$ cat src/rtl/line_pkg.sv
// Shared types for the Bresenham line engine: coordinate/delta/error widths and FSM states.
package line_pkg;

    localparam int LINE_COORD_W = 11;

    typedef logic [LINE_COORD_W-1:0]        coord_t;
    typedef logic signed [LINE_COORD_W:0]   delta_t;
    typedef logic signed [LINE_COORD_W+1:0] err_t;

    typedef enum logic [1:0] {
        L_IDLE,
        L_SETUP,
        L_DRAW,
        L_DONE
    } line_state_e;

endpackage

$ cat src/rtl/line_setup.sv
// Combinational line setup: steep detect, octant normalisation swaps, abs deltas, ystep, initial error.
module line_setup #(
    parameter int W = 11
) (
    input  logic [W-1:0]        x0,
    input  logic [W-1:0]        y0,
    input  logic [W-1:0]        x1,
    input  logic [W-1:0]        y1,
    output logic                steep,
    output logic [W-1:0]        maj0,
    output logic [W-1:0]        mnr0,
    output logic [W-1:0]        maj1,
    output logic signed [W:0]   dx,
    output logic signed [W:0]   dy,
    output logic                ystep_neg,
    output logic signed [W+1:0] err0
);

    logic [W-1:0] adx, ady;
    logic [W-1:0] a0, b0, a1, b1;
    logic [W-1:0] mnr1, dmaj, dmnr;

    always_comb begin
        adx   = (x1 >= x0) ? x1 - x0 : x0 - x1;
        ady   = (y1 >= y0) ? y1 - y0 : y0 - y1;
        steep = ady > adx;

        a0 = steep ? y0 : x0;
        b0 = steep ? x0 : y0;
        a1 = steep ? y1 : x1;
        b1 = steep ? x1 : y1;

        // Always walk the major axis upwards from the smaller endpoint.
        if (a0 > a1) begin
            maj0 = a1;
            mnr0 = b1;
            maj1 = a0;
            mnr1 = b0;
        end else begin
            maj0 = a0;
            mnr0 = b0;
            maj1 = a1;
            mnr1 = b1;
        end

        dmaj      = maj1 - maj0;
        dmnr      = (mnr1 >= mnr0) ? mnr1 - mnr0 : mnr0 - mnr1;
        dx        = $signed({1'b0, dmaj});
        dy        = $signed({1'b0, dmnr});
        ystep_neg = !(mnr0 < mnr1);
        err0      = '0 - $signed({2'b00, dmaj >> 1});
    end

endmodule

$ cat src/rtl/bresenham_line_engine.sv
// Bresenham line rasteriser: one request in, one pixel per cycle out, level 'done' when finished.
// Optional LINE_PIXEL_STALL_EN adds a pixel_ready back-pressure input.
module bresenham_line_engine
    import line_pkg::*;
#(
    parameter int COORD_W = LINE_COORD_W
) (
    input  logic               clk,
    input  logic               reset,
    input  logic               start,
    input  logic [COORD_W-1:0] x0,
    input  logic [COORD_W-1:0] y0,
    input  logic [COORD_W-1:0] x1,
    input  logic [COORD_W-1:0] y1,
`ifdef LINE_PIXEL_STALL_EN
    input  logic               pixel_ready,
`endif
    output logic [COORD_W-1:0] x,
    output logic [COORD_W-1:0] y,
    output logic               pixel_valid,
    output logic               busy,
    output logic               done
);

    localparam logic [COORD_W-1:0] ONE = 1;

    line_state_e state;

    logic [COORD_W-1:0]        ex0, ey0, ex1, ey1;
    logic                      steep_r, ystep_neg_r;
    logic [COORD_W-1:0]        maj, mnr, maj_end;
    logic signed [COORD_W:0]   dx_r, dy_r;
    logic signed [COORD_W+1:0] err;

    logic                      su_steep, su_neg;
    logic [COORD_W-1:0]        su_maj0, su_mnr0, su_maj1;
    logic signed [COORD_W:0]   su_dx, su_dy;
    logic signed [COORD_W+1:0] su_err0;

    line_setup #(.W(COORD_W)) u_setup (
        .x0        (ex0),
        .y0        (ey0),
        .x1        (ex1),
        .y1        (ey1),
        .steep     (su_steep),
        .maj0      (su_maj0),
        .mnr0      (su_mnr0),
        .maj1      (su_maj1),
        .dx        (su_dx),
        .dy        (su_dy),
        .ystep_neg (su_neg),
        .err0      (su_err0)
    );

    logic                      advance, last, step_minor;
    logic signed [COORD_W+1:0] err_sum, err_nxt;
    logic [COORD_W-1:0]        maj_nxt, mnr_nxt;

    always_comb begin
`ifdef LINE_PIXEL_STALL_EN
        advance = pixel_valid && pixel_ready;
`else
        advance = 1'b1;
`endif
        last    = (maj == maj_end);
        err_sum = err + {dy_r[COORD_W], dy_r};
        // A flat minor axis never steps; matters when the major span is 1 and err starts at 0.
        step_minor = !err_sum[COORD_W+1] && (dy_r != '0);
        err_nxt = step_minor ? err_sum - {dx_r[COORD_W], dx_r} : err_sum;
        mnr_nxt = step_minor ? (ystep_neg_r ? mnr - ONE : mnr + ONE) : mnr;
        maj_nxt = maj + ONE;
    end

    always_ff @(posedge clk) begin
        if (!reset) begin
            state       <= L_IDLE;
            x           <= '0;
            y           <= '0;
            pixel_valid <= 1'b0;
            busy        <= 1'b0;
            done        <= 1'b0;
            ex0         <= '0;
            ey0         <= '0;
            ex1         <= '0;
            ey1         <= '0;
            steep_r     <= 1'b0;
            ystep_neg_r <= 1'b0;
            maj         <= '0;
            mnr         <= '0;
            maj_end     <= '0;
            dx_r        <= '0;
            dy_r        <= '0;
            err         <= '0;
        end else begin
            case (state)
                L_IDLE, L_DONE: begin
                    if (start) begin
                        ex0   <= x0;
                        ey0   <= y0;
                        ex1   <= x1;
                        ey1   <= y1;
                        busy  <= 1'b1;
                        done  <= 1'b0;
                        state <= L_SETUP;
                    end
                end
                L_SETUP: begin
                    steep_r     <= su_steep;
                    ystep_neg_r <= su_neg;
                    maj         <= su_maj0;
                    mnr         <= su_mnr0;
                    maj_end     <= su_maj1;
                    dx_r        <= su_dx;
                    dy_r        <= su_dy;
                    err         <= su_err0;
                    x           <= su_steep ? su_mnr0 : su_maj0;
                    y           <= su_steep ? su_maj0 : su_mnr0;
                    pixel_valid <= 1'b1;
                    state       <= L_DRAW;
                end
                L_DRAW: begin
                    if (advance) begin
                        if (last) begin
                            pixel_valid <= 1'b0;
                            busy        <= 1'b0;
                            done        <= 1'b1;
                            state       <= L_DONE;
                        end else begin
                            maj <= maj_nxt;
                            mnr <= mnr_nxt;
                            err <= err_nxt;
                            x   <= steep_r ? mnr_nxt : maj_nxt;
                            y   <= steep_r ? maj_nxt : mnr_nxt;
                        end
                    end
                end
                default: state <= L_IDLE;
            endcase
        end
    end

endmodule
$ cat config.mk
export PLATFORM = sky130hd
export DESIGN_NAME = bresenham_line_engine
export DESIGN_NICKNAME = d
export VERILOG_FILES = /design/src/rtl/line_pkg.sv /design/src/rtl/line_setup.sv /design/src/rtl/bresenham_line_engine.sv
export SDC_FILE = /design/constraint.sdc
export NUM_CORES = 1
export LEC_CHECK = 0
export CORE_UTILIZATION = 40
export DETAILED_ROUTE_END_ITERATION = 10
export PLACE_DENSITY = 0.64
export SLEW_MARGIN = 20
export SYNTH_ARGS = -nofsm -noshare
export SYNTH_HDL_FRONTEND = slang
export SYNTH_SLANG_ARGS = --single-unit
$ cat constraint.sdc
create_clock -name clk -period 19.9 [get_ports clk]
set_clock_uncertainty 0.2 [all_clocks]
set_input_delay 5.97 -clock clk [delete_from_list [all_inputs] [get_ports clk]]
set_output_delay 5.97 -clock clk [all_outputs]
set_load 0.01 [all_outputs]
======== Word-level counts from Yosys, hierarchy flattened ========
Index checks and enable logic that the tools add are counted.
storage, ports and cells
  bits in registers ....................... 141
  input port bits ......................... 47
  output and inout port bits .............. 25
cells by class
  $add $sub $neg .......................... 13
  magnitude comparators ................... 6
  equality and inequality tests ........... 7
  multiplexer cells ....................... 38
  reduce and logical (&&, ||, !) cells .... 13
operators with widths
  cell                                                                  count
  11-bit two-way mux                                                    21
  11-bit one-hot mux with 2 select lines                                4
  11-bit subtractor                                                     7
  11-bit >= comparator                                                  3
  13-bit two-way mux                                                    2
  13-bit one-hot mux with 2 select lines                                1
  11-bit by 1-bit adder with 11-bit output, second input constant       2
  11-bit > comparator                                                   2
  13-bit by 11-bit adder with 13-bit output                             1
  13-bit by 11-bit subtractor with 13-bit output                        1
  12-bit nonzero test                                                   1
  11-bit equality test                                                  1
  11-bit < comparator                                                   1
  1-bit by 10-bit subtractor with 11-bit output, first input constant   1
  11-bit by 1-bit subtractor with 11-bit output, second input constant  1
  2-bit AND reduction                                                   4
  2-bit != test, second input constant                                  3
  1-bit one-hot mux with 2 select lines                                 3
  2-bit one-hot mux with 3 select lines                                 1
  2-bit equality test, second input constant                            2
  1-bit two-way mux                                                     4
  2-bit two-way mux                                                     2
  2-bit nonzero test                                                    2
  3-bit AND reduction                                                   1
  other kinds (5)                                                       6

======== Depth between registers and ports, before layout ========
Gate-level depths: netlist of run 1.
  word-level depth ........................ 9
  mapped depth ............................ 63
  gate-level depth less buffers ........... 51

======== Modules after synthesis ========
Synthesis of run 1 repeated with hierarchy kept, for this count alone.
unflattened totals
  cell total of the unflattened synthesis .. 1844
  area total of the unflattened synthesis .. 13716.9 µm²
modules (own cells, without submodules)
  module                 instances  cells each  area each (µm²)  seq. area each (µm²)
  bresenham_line_engine  1          1018        8171.6           2862.7
  line_setup             1          826         5545.3           0.0

======== Least setup slack after synthesis of run 1 ========
Ideal clock, no wire load.
  kind .................................... register to register
  start point ............................. register ex0[1]
  end point ............................... register dy_r[6]
  setup time .............................. 0.124 ns
  arrival time ............................ 12.066 ns
  path slack .............................. 7.511 ns
  cell stages (with the launch flop) ...... 59
  path buffers ............................ 13
  period minus slack after synthesis ...... 12.389 ns
  path through ............................ dfxtp_1 -> inv_1 -> ha_1 -> nor2b_1 -> o21ai_0 -> a21boi_0 -> o21ai_0 -> a21oi_1 -> o21a_1 -> o21a_1 -> o21a_1 -> o21a_1 -> clkbuf_1 -> clkbuf_1 -> a211oi_1 -> a21oi_1 -> a21oi_1 -> o21ai_0 -> (+23 left out) -> clkbuf_1 -> a21oi_1 -> mux2i_1 -> ha_1 -> a21oi_1 -> o21ai_0 -> a21oi_1 -> o21bai_1 -> a21oi_1 -> o21ai_0 -> a21o_1 -> a21o_1 -> o41ai_1 -> clkbuf_1 -> mux2_2 -> a31oi_1 -> mux2i_1 -> nand3_1
between the ends
  word-level cells in the longest chain between the ends .. 8
ends and longest elaborated chain
  what                                                              RTL line                            text
  from (decl)                                                       bresenham_line_engine.sv:29         logic [COORD_W-1:0] ex0, ey0, ex1, ey1;
  from (signal assigned)                                            bresenham_line_engine.sv:82         ex0 <= '0;
  from (signal assigned)                                            bresenham_line_engine.sv:98         ex0 <= x0;
  11-bit subtractor / 11-bit >= comparator (equally long branches)  line_setup.sv:24                    adx = (x1 >= x0) ? x1 - x0 : x0 - x1;
  11-bit two-way mux                                                line_setup.sv:24
  11-bit > comparator                                               line_setup.sv:26                    steep = ady > adx;
  11-bit two-way mux (on tied branches)                             line_setup.sv:28, line_setup.sv:30
  11-bit > comparator                                               line_setup.sv:34                    if (a0 > a1) begin
  11-bit two-way mux                                                line_setup.sv:34
  11-bit subtractor / 11-bit >= comparator (equally long branches)  line_setup.sv:47                    dmnr = (mnr1 >= mnr0) ? mnr1 - mnr0 : mnr0 - mnr1;
  11-bit two-way mux *                                              line_setup.sv:47
  to (signal assigned)                                              bresenham_line_engine.sv:114        dy_r <= su_dy;
  to (decl)                                                         bresenham_line_engine.sv:32         logic signed [COORD_W:0] dx_r, dy_r;
Every way passes the cells marked *; elsewhere a longest branch is shown, timed or not.
A chain may end at the register's enable or synchronous reset.

======== Final worst setup path of run 1 ========
  start point ............................. register ex0[1]
  end point ............................... register dy_r[10]
The elaborated chain is that of the path after synthesis.

==> impl_metrics.ini, run 1 <==
[status]
outcome = complete, no violations

[sta]
drv_slew = 0
finalSetupViolations = 0
worst-slew-pin-transition_ns = 1.046
fin_hold_ws_ns = 0.2846
finalWorstPathRequiredPeriod_ns = 12.93
rsz0062_at_grt = false
fin_setup_tns_ns = 0
finalCritPeriodShare_pct = 64.95
maximum_operating_frequency_mhz = 77.37
max-slew-margin-rel_pct = 30.25
report.final.hold_viol_count = 0

[grt]
grt.total_usage_pct = 25.99
antenna_found_initial = 0
wire_length_of_the_first_global_routing_pass_um = 66230
grt_pass1_vias = 11650
maximum_number_of_pins_on_one_net_before_global_route_repair = 112
globalRouteOverflowTotal = 0

[logic_synthesis]
async_flop_share_pct = 0
synth_sequential_area_ratio_pct = 22.20
synth.net_count = 1934
synth.distinct_cells = 72
ys_ff_latch = 141
yosys_warnings = 0
synth_top_cell_by_area = sky130_fd_sc_hd__dfxtp_1
post_synth_instance_area_um2 = 12710
yosys.cell_count.top_type = sky130_fd_sc_hd__a21oi_1
synth.avg_cell_area_um2 = 7.237
primary_ff_master_synth = sky130_fd_sc_hd__dfxtp_1
netlist.area_leader.share_pct = 22.20
netlist_instances = 1757
synthTopCellsByCount = sky130_fd_sc_hd__a21oi_1, sky130_fd_sc_hd__nand2_1, sky130_fd_sc_hd__nor2_1, sky130_fd_sc_hd__dfxtp_1, sky130_fd_sc_hd__inv_1
post_synth_edffs = 0
synthTopCellsByArea = sky130_fd_sc_hd__dfxtp_1, sky130_fd_sc_hd__ha_1, sky130_fd_sc_hd__a21oi_1

[die]
fp.coreArea_um2 = 30910
num_io_pins = 72
initial_standard_cell_utilization_of_the_core_pct = 41.14
chipHeight_um = 180.3
die_footprint_um2 = 32500
core.rowCount = 64
floorplan.die.width_um = 180.3

[layout]
layout-area-overhead-vs-synth_pct = 12.05
drive_above_1_share_pct = 4.791
n_fill_cell = 3115
num-nets-final = 1938
finish.instance_area_um2 = 14250
num_antenna_cells = 0

[cts]
clock_tree.htree_level_count = 4
setup_fix_bufs_post_cts = 0
hold_buffers = 0
clkLatencyLatePin_ns = 0.44
cts_tree = done
clk_sinks = 141
cts_made_buffers = 17
clk_pin_slew_worst_paths_ns = 0.07
cts_root_buffer = sky130_fd_sc_hd__clkbuf_16
ctsLongestPathBuffers = 2
cts.repair.resized = 0

[drt]
wirelength_um = 42720
drtIter0Drc = 1159
vias = 12650
dr.pass1.iters = 6
via_per_inst = 5.829
antenna_left = 0
wl_per_cell_um = 19.69
drc = 0

[setup_path]
critical_path.max_stage_delay_ns = 0.92
path_class = flop to flop
worstPathRequired_ns = 20.06
critical_path_arrival_ns = 13.09
critical-path-slowest-cell = sky130_fd_sc_hd__buf_4
cp-start-kind = flop
timing.critical_path.to_type = flop
cp_max_fo = 111

[place]
global_placer_s_final_weighted_congestion = 0.9823
place.detailed.hpwl_um = 32470
numPortBuffers = 71
placed_area_um2 = 13670

[min_path]
worst_hold_path_type = flop to flop

[flow_run]
cap_violations = 0
[registers in the layout, indices dropped and copies added (netlist names)]
name         cells
dy_r            11
ey1             11
ex1             11
maj             11
x               11
dx_r            11
mnr             11
ystep_neg_r      1
pixel_valid      1
busy             1
ey0             11
y               11
done             1
state            2
ex0             11
maj_end         11
steep_r          1
err             13
[per-layer routing]
layer	global-route usage, %	routed length [um]	vias to the layer above
met5	0	0	-
met4	10.39	1493	0
met3	3.153	2742	82
met2	41.97	19140	476
met1	35.09	19340	5927
li1	-	-	6165
[stage by stage]
step | utilization, % | cells | setup slack [ns]
detailed placement | 44.24 | 2138 | 7.173
global route | 46.09 | 2170 | 5.785
global placement | 44.24 | 2138 | 7.493
finish | 46.09 | 2170 | 6.974
CTS | 46.09 | 2170 | 7.144
floorplan | - | 1757 | 7.511
[placed cells by master, fill, tap and decap left out, types with 8 or more instances in the layout]
cell | Yosys | final
sky130_fd_sc_hd__inv_1 | 135 | 135
sky130_fd_sc_hd__o21bai_1 | 16 | 16
sky130_fd_sc_hd__clkdlybuf4s50_1 | 0 | 70
sky130_fd_sc_hd__ha_1 | 121 | 120
sky130_fd_sc_hd__nand2_1 | 211 | 211
sky130_fd_sc_hd__nand4_1 | 12 | 12
sky130_fd_sc_hd__xor2_1 | 39 | 39
sky130_fd_sc_hd__a31oi_1 | 13 | 13
sky130_fd_sc_hd__o21a_1 | 9 | 9
sky130_fd_sc_hd__nor2_1 | 179 | 176
sky130_fd_sc_hd__nand3b_1 | 8 | 8
sky130_fd_sc_hd__clkbuf_16 | 0 | 17
sky130_fd_sc_hd__nor2b_1 | 9 | 9
sky130_fd_sc_hd__nor3_1 | 22 | 22
sky130_fd_sc_hd__fa_1 | 9 | 9
sky130_fd_sc_hd__a21o_1 | 36 | 36
sky130_fd_sc_hd__mux2_2 | 10 | 10
sky130_fd_sc_hd__buf_4 | 2 | 16
sky130_fd_sc_hd__o21ai_0 | 103 | 102
sky130_fd_sc_hd__o22ai_1 | 10 | 10
sky130_fd_sc_hd__xnor2_1 | 51 | 51
sky130_fd_sc_hd__mux2i_1 | 77 | 77
sky130_fd_sc_hd__a21oi_1 | 221 | 221
sky130_fd_sc_hd__dfxtp_1 | 141 | 141
sky130_fd_sc_hd__a211oi_1 | 28 | 28
sky130_fd_sc_hd__o211ai_1 | 17 | 17
sky130_fd_sc_hd__nand3_1 | 47 | 47
[area by class of cell]
class / instances / area [um^2] / share of cell area [%]
inverter: 137 / 515.5 / 3.618
tap: 396 / 495.5 / 3.478
clock buffer: 17 / 425.4 / 2.986
clock inverter: 15 / 146.4 / 1.027
multi-input combinational: 1377 / 9016 / 63.28
timing repair buffer: 87 / 825.8 / 5.796
sequential: 141 / 2823 / 19.81
[worst paths after layout]
kind         startpoint  endpoint  slack, ns  cells past startpoint
max              ex0[1]  dy_r[10]       6.97                     51
min              err[5]    err[5]       0.28                      2
max reg2reg      ex0[1]  dy_r[10]       6.97                     51
min reg2reg      err[5]    err[5]       0.28                      2
[logic make-up (layout without fill, tap and decap cells)]
kind of cell | Yosys count | after routing | synth area share [%]
adder cells (fa/ha/maj) | 132 | 132 | 13.48
multiplexers | 87 | 87 | 6.947
buffers and inverters | 239 | 256 | 7.154
AND/OR/NAND/NOR | 532 | 532 | 18.22
flip-flops | 141 | 141 | 22.20
AO/OA/AOI/OAI | 536 | 536 | 25.80
XOR/XNOR | 90 | 90 | 6.200
[critical path, delay by kind of cell, from the launching register on]
family,cells,cell delay (ns)
AOI/OAI and AO/OA,30,6.55
xor gates and xnor gates,1,0.15
adders and majority gates,4,1.41
buffers and inverters,7,2.16
DFF,1,0.45
muxes,3,1.02
and+or+nand+nor,6,0.86
Power of run 1 is not shown: default switching activity piles up to over one toggle a cycle in this logic, so the estimate is an artifact.
==> run 2: changes to the inputs <==
==> constraint.sdc (replaced) <==
create_clock -name clk -period 12.65 [get_ports clk]
set_clock_uncertainty 0.2 [all_clocks]
set_input_delay 3.795 -clock clk [delete_from_list [all_inputs] [get_ports clk]]
set_output_delay 3.795 -clock clk [all_outputs]
set_load 0.01 [all_outputs]
==> run 2 against run 1 <==
Net effect: clock-buffer cell count up 2; cell area increased by 0.73%; maximum frequency rose by 9.8%; non-clock buffer count up 11; sequential cell count unchanged; worst setup slack worse by 6.1 ns; highest routed layer unchanged.
==> impl_metrics.ini, run 2 (same netlist as run 1, synthesis figures left out) <==
[min_path]
hold_path_end = err[5]
worst_hold_path_type = flop to flop
hold_depth = 2
worst_hold_startpoint = err[5]

[place]
place.detailed.hpwl_um = 33540
numPortBuffers = 71
global_placer_s_final_weighted_congestion = 0.9838

[setup_path]
worstReg2RegEnd = dy_r[10]
reg2regPathDepth = 47
r2r_start = ex0[1]
cp-start-kind = flop
cp_max_fo = 28
reg2reg_setup_slack_ns = 0.87
worstPathRequired_ns = 12.80
path_class = flop to flop
critical_path_arrival_ns = 11.92
critical-path-slowest-cell = sky130_fd_sc_hd__o41ai_1
timing.critical_path.to_type = flop
critical_path.max_stage_delay_ns = 0.92

[sta]
finalCritPeriodShare_pct = 93.09
report.final.hold_viol_count = 0
rsz0062_at_grt = false
fin_hold_ws_ns = 0.2904
maximum_operating_frequency_mhz = 84.92
max-slew-margin-rel_pct = 25.57
finalWorstPathRequiredPeriod_ns = 11.78
drv_slew = 0
fin_setup_tns_ns = 0
finalSetupViolations = 0
worst-slew-pin-transition_ns = 1.102

[cts]
clk_sinks = 141
clkLatencyLatePin_ns = 0.43
cts_made_buffers = 17
cts_tree = done
clock_tree.htree_level_count = 4
cts_root_buffer = sky130_fd_sc_hd__clkbuf_16
ctsLongestPathBuffers = 2
clk_pin_slew_worst_paths_ns = 0.07

[drt]
drtIter0Drc = 1459
via_per_inst = 5.844
drc = 0
dr.pass1.iters = 6
wirelength_um = 44130
antenna_left = 0
wl_per_cell_um = 20.25
vias = 12730

[layout]
most-common-layout-cells = sky130_fd_sc_hd__a21oi_1, sky130_fd_sc_hd__nand2_1, sky130_fd_sc_hd__nor2_1
drive_above_1_share_pct = 5.384
n_fill_cell = 3128
largest_register_ff_count = 13
leading_cell_type_in_the_layout_fill_and_taps_excluded = sky130_fd_sc_hd__a21oi_1
num-nets-final = 1950
final-seq-area_um2 = 2823
num_antenna_cells = 0
multiInputGateArea_um2 = 9037
layout-area-overhead-vs-synth_pct = 12.87
max_flop_register = err

[grt]
globalRouteOverflowTotal = 0
grt.total_usage_pct = 26.72
grt_pass1_vias = 11700
antenna_found_initial = 0
wire_length_of_the_first_global_routing_pass_um = 67450
maximum_number_of_pins_on_one_net_before_global_route_repair = 62

[die]
die_footprint_um2 = 32500
initial_standard_cell_utilization_of_the_core_pct = 41.14
fp.coreArea_um2 = 30910
chipHeight_um = 180.3
num_io_pins = 72
core.rowCount = 64
floorplan.die.width_um = 180.3

[status]
outcome = complete, no violations

[flow_run]
cap_violations = 0
run 2: changes by cell type in the layout (fill, tap and decap cells not counted), sizes merged:
cell,change
a21oi,+1
bufinv,+2
inv,-7
clkbuf,+2
buf,+11
run 2: worst max path at each step:
stage	from	to	slack (ns)	depth (start not counted)
6_report	ex0[1]	dy_r[10]	0.87	47
5_1_grt	ex0[1]	dy_r[10]	0.09	50
4_1_cts	ex0[1]	dy_r[10]	0.46	49
3_5_place_dp	ex0[1]	dy_r[10]	0.53	49
3_3_place_gp	ex0[3]	dy_r[10]	0.87	47
2_1_floorplan	ex0[1]	dy_r[6]	0.26	58
run 2: layer usage:
| metal | share of wire, % | vias up | track usage (%) |
|---|---|---|---|
| li1 | - | 6170 | - |
| met1 | 45 | 5870 | 36.21 |
| met2 | 44 | 589 | 41.86 |
| met3 | 7.7 | 104 | 4.143 |
| met4 | 4.1 | 0 | 11.62 |
| met5 | 0 | - | 0 |
run 2: metrics by stage:
step / worst slack (ns) / instance area (um^2) / utilization [%] / cells
after floorplan: 0.2608 / 12710 / - / 1757
after global placement: 0.8727 / 13770 / 44.56 / 2149
after detailed placement: 0.5333 / 13770 / 44.56 / 2149
after CTS: 0.4554 / 14330 / 46.37 / 2178
after global routing: 0.08599 / 14350 / 46.43 / 2179
final: 0.8747 / 14350 / 46.43 / 2179
run 2: layout make-up:
cell class,count,area share [%]
flip-flops and latches,141,19.67
multi-input cells,1378,62.97
clock buffers,19,3.086
inverters,137,3.583
well taps,396,3.452
clock inverters,10,0.8195
repair buffers,98,6.417
run 2: repair_timing:
item	4_1_cts	5_1_grt
buffers inserted	0	0
hold buffers	0	0
gates resized for setup	0	3
endpoints found under the setup margin	0	9
run 2: worst max-delay path, delay by kind of cell (launching register included):
family / cells / cell delay (ns)
DFF: 1 / 0.45
buffers and inverters: 5 / 0.86
adders and majority gates: 4 / 1.30
and+or+nand+nor: 6 / 1.29
xor gates and xnor gates: 1 / 0.15
AOI/OAI and AO/OA: 27 / 6.16
muxes: 4 / 1.25
Power of run 2 is left out for the same reason.
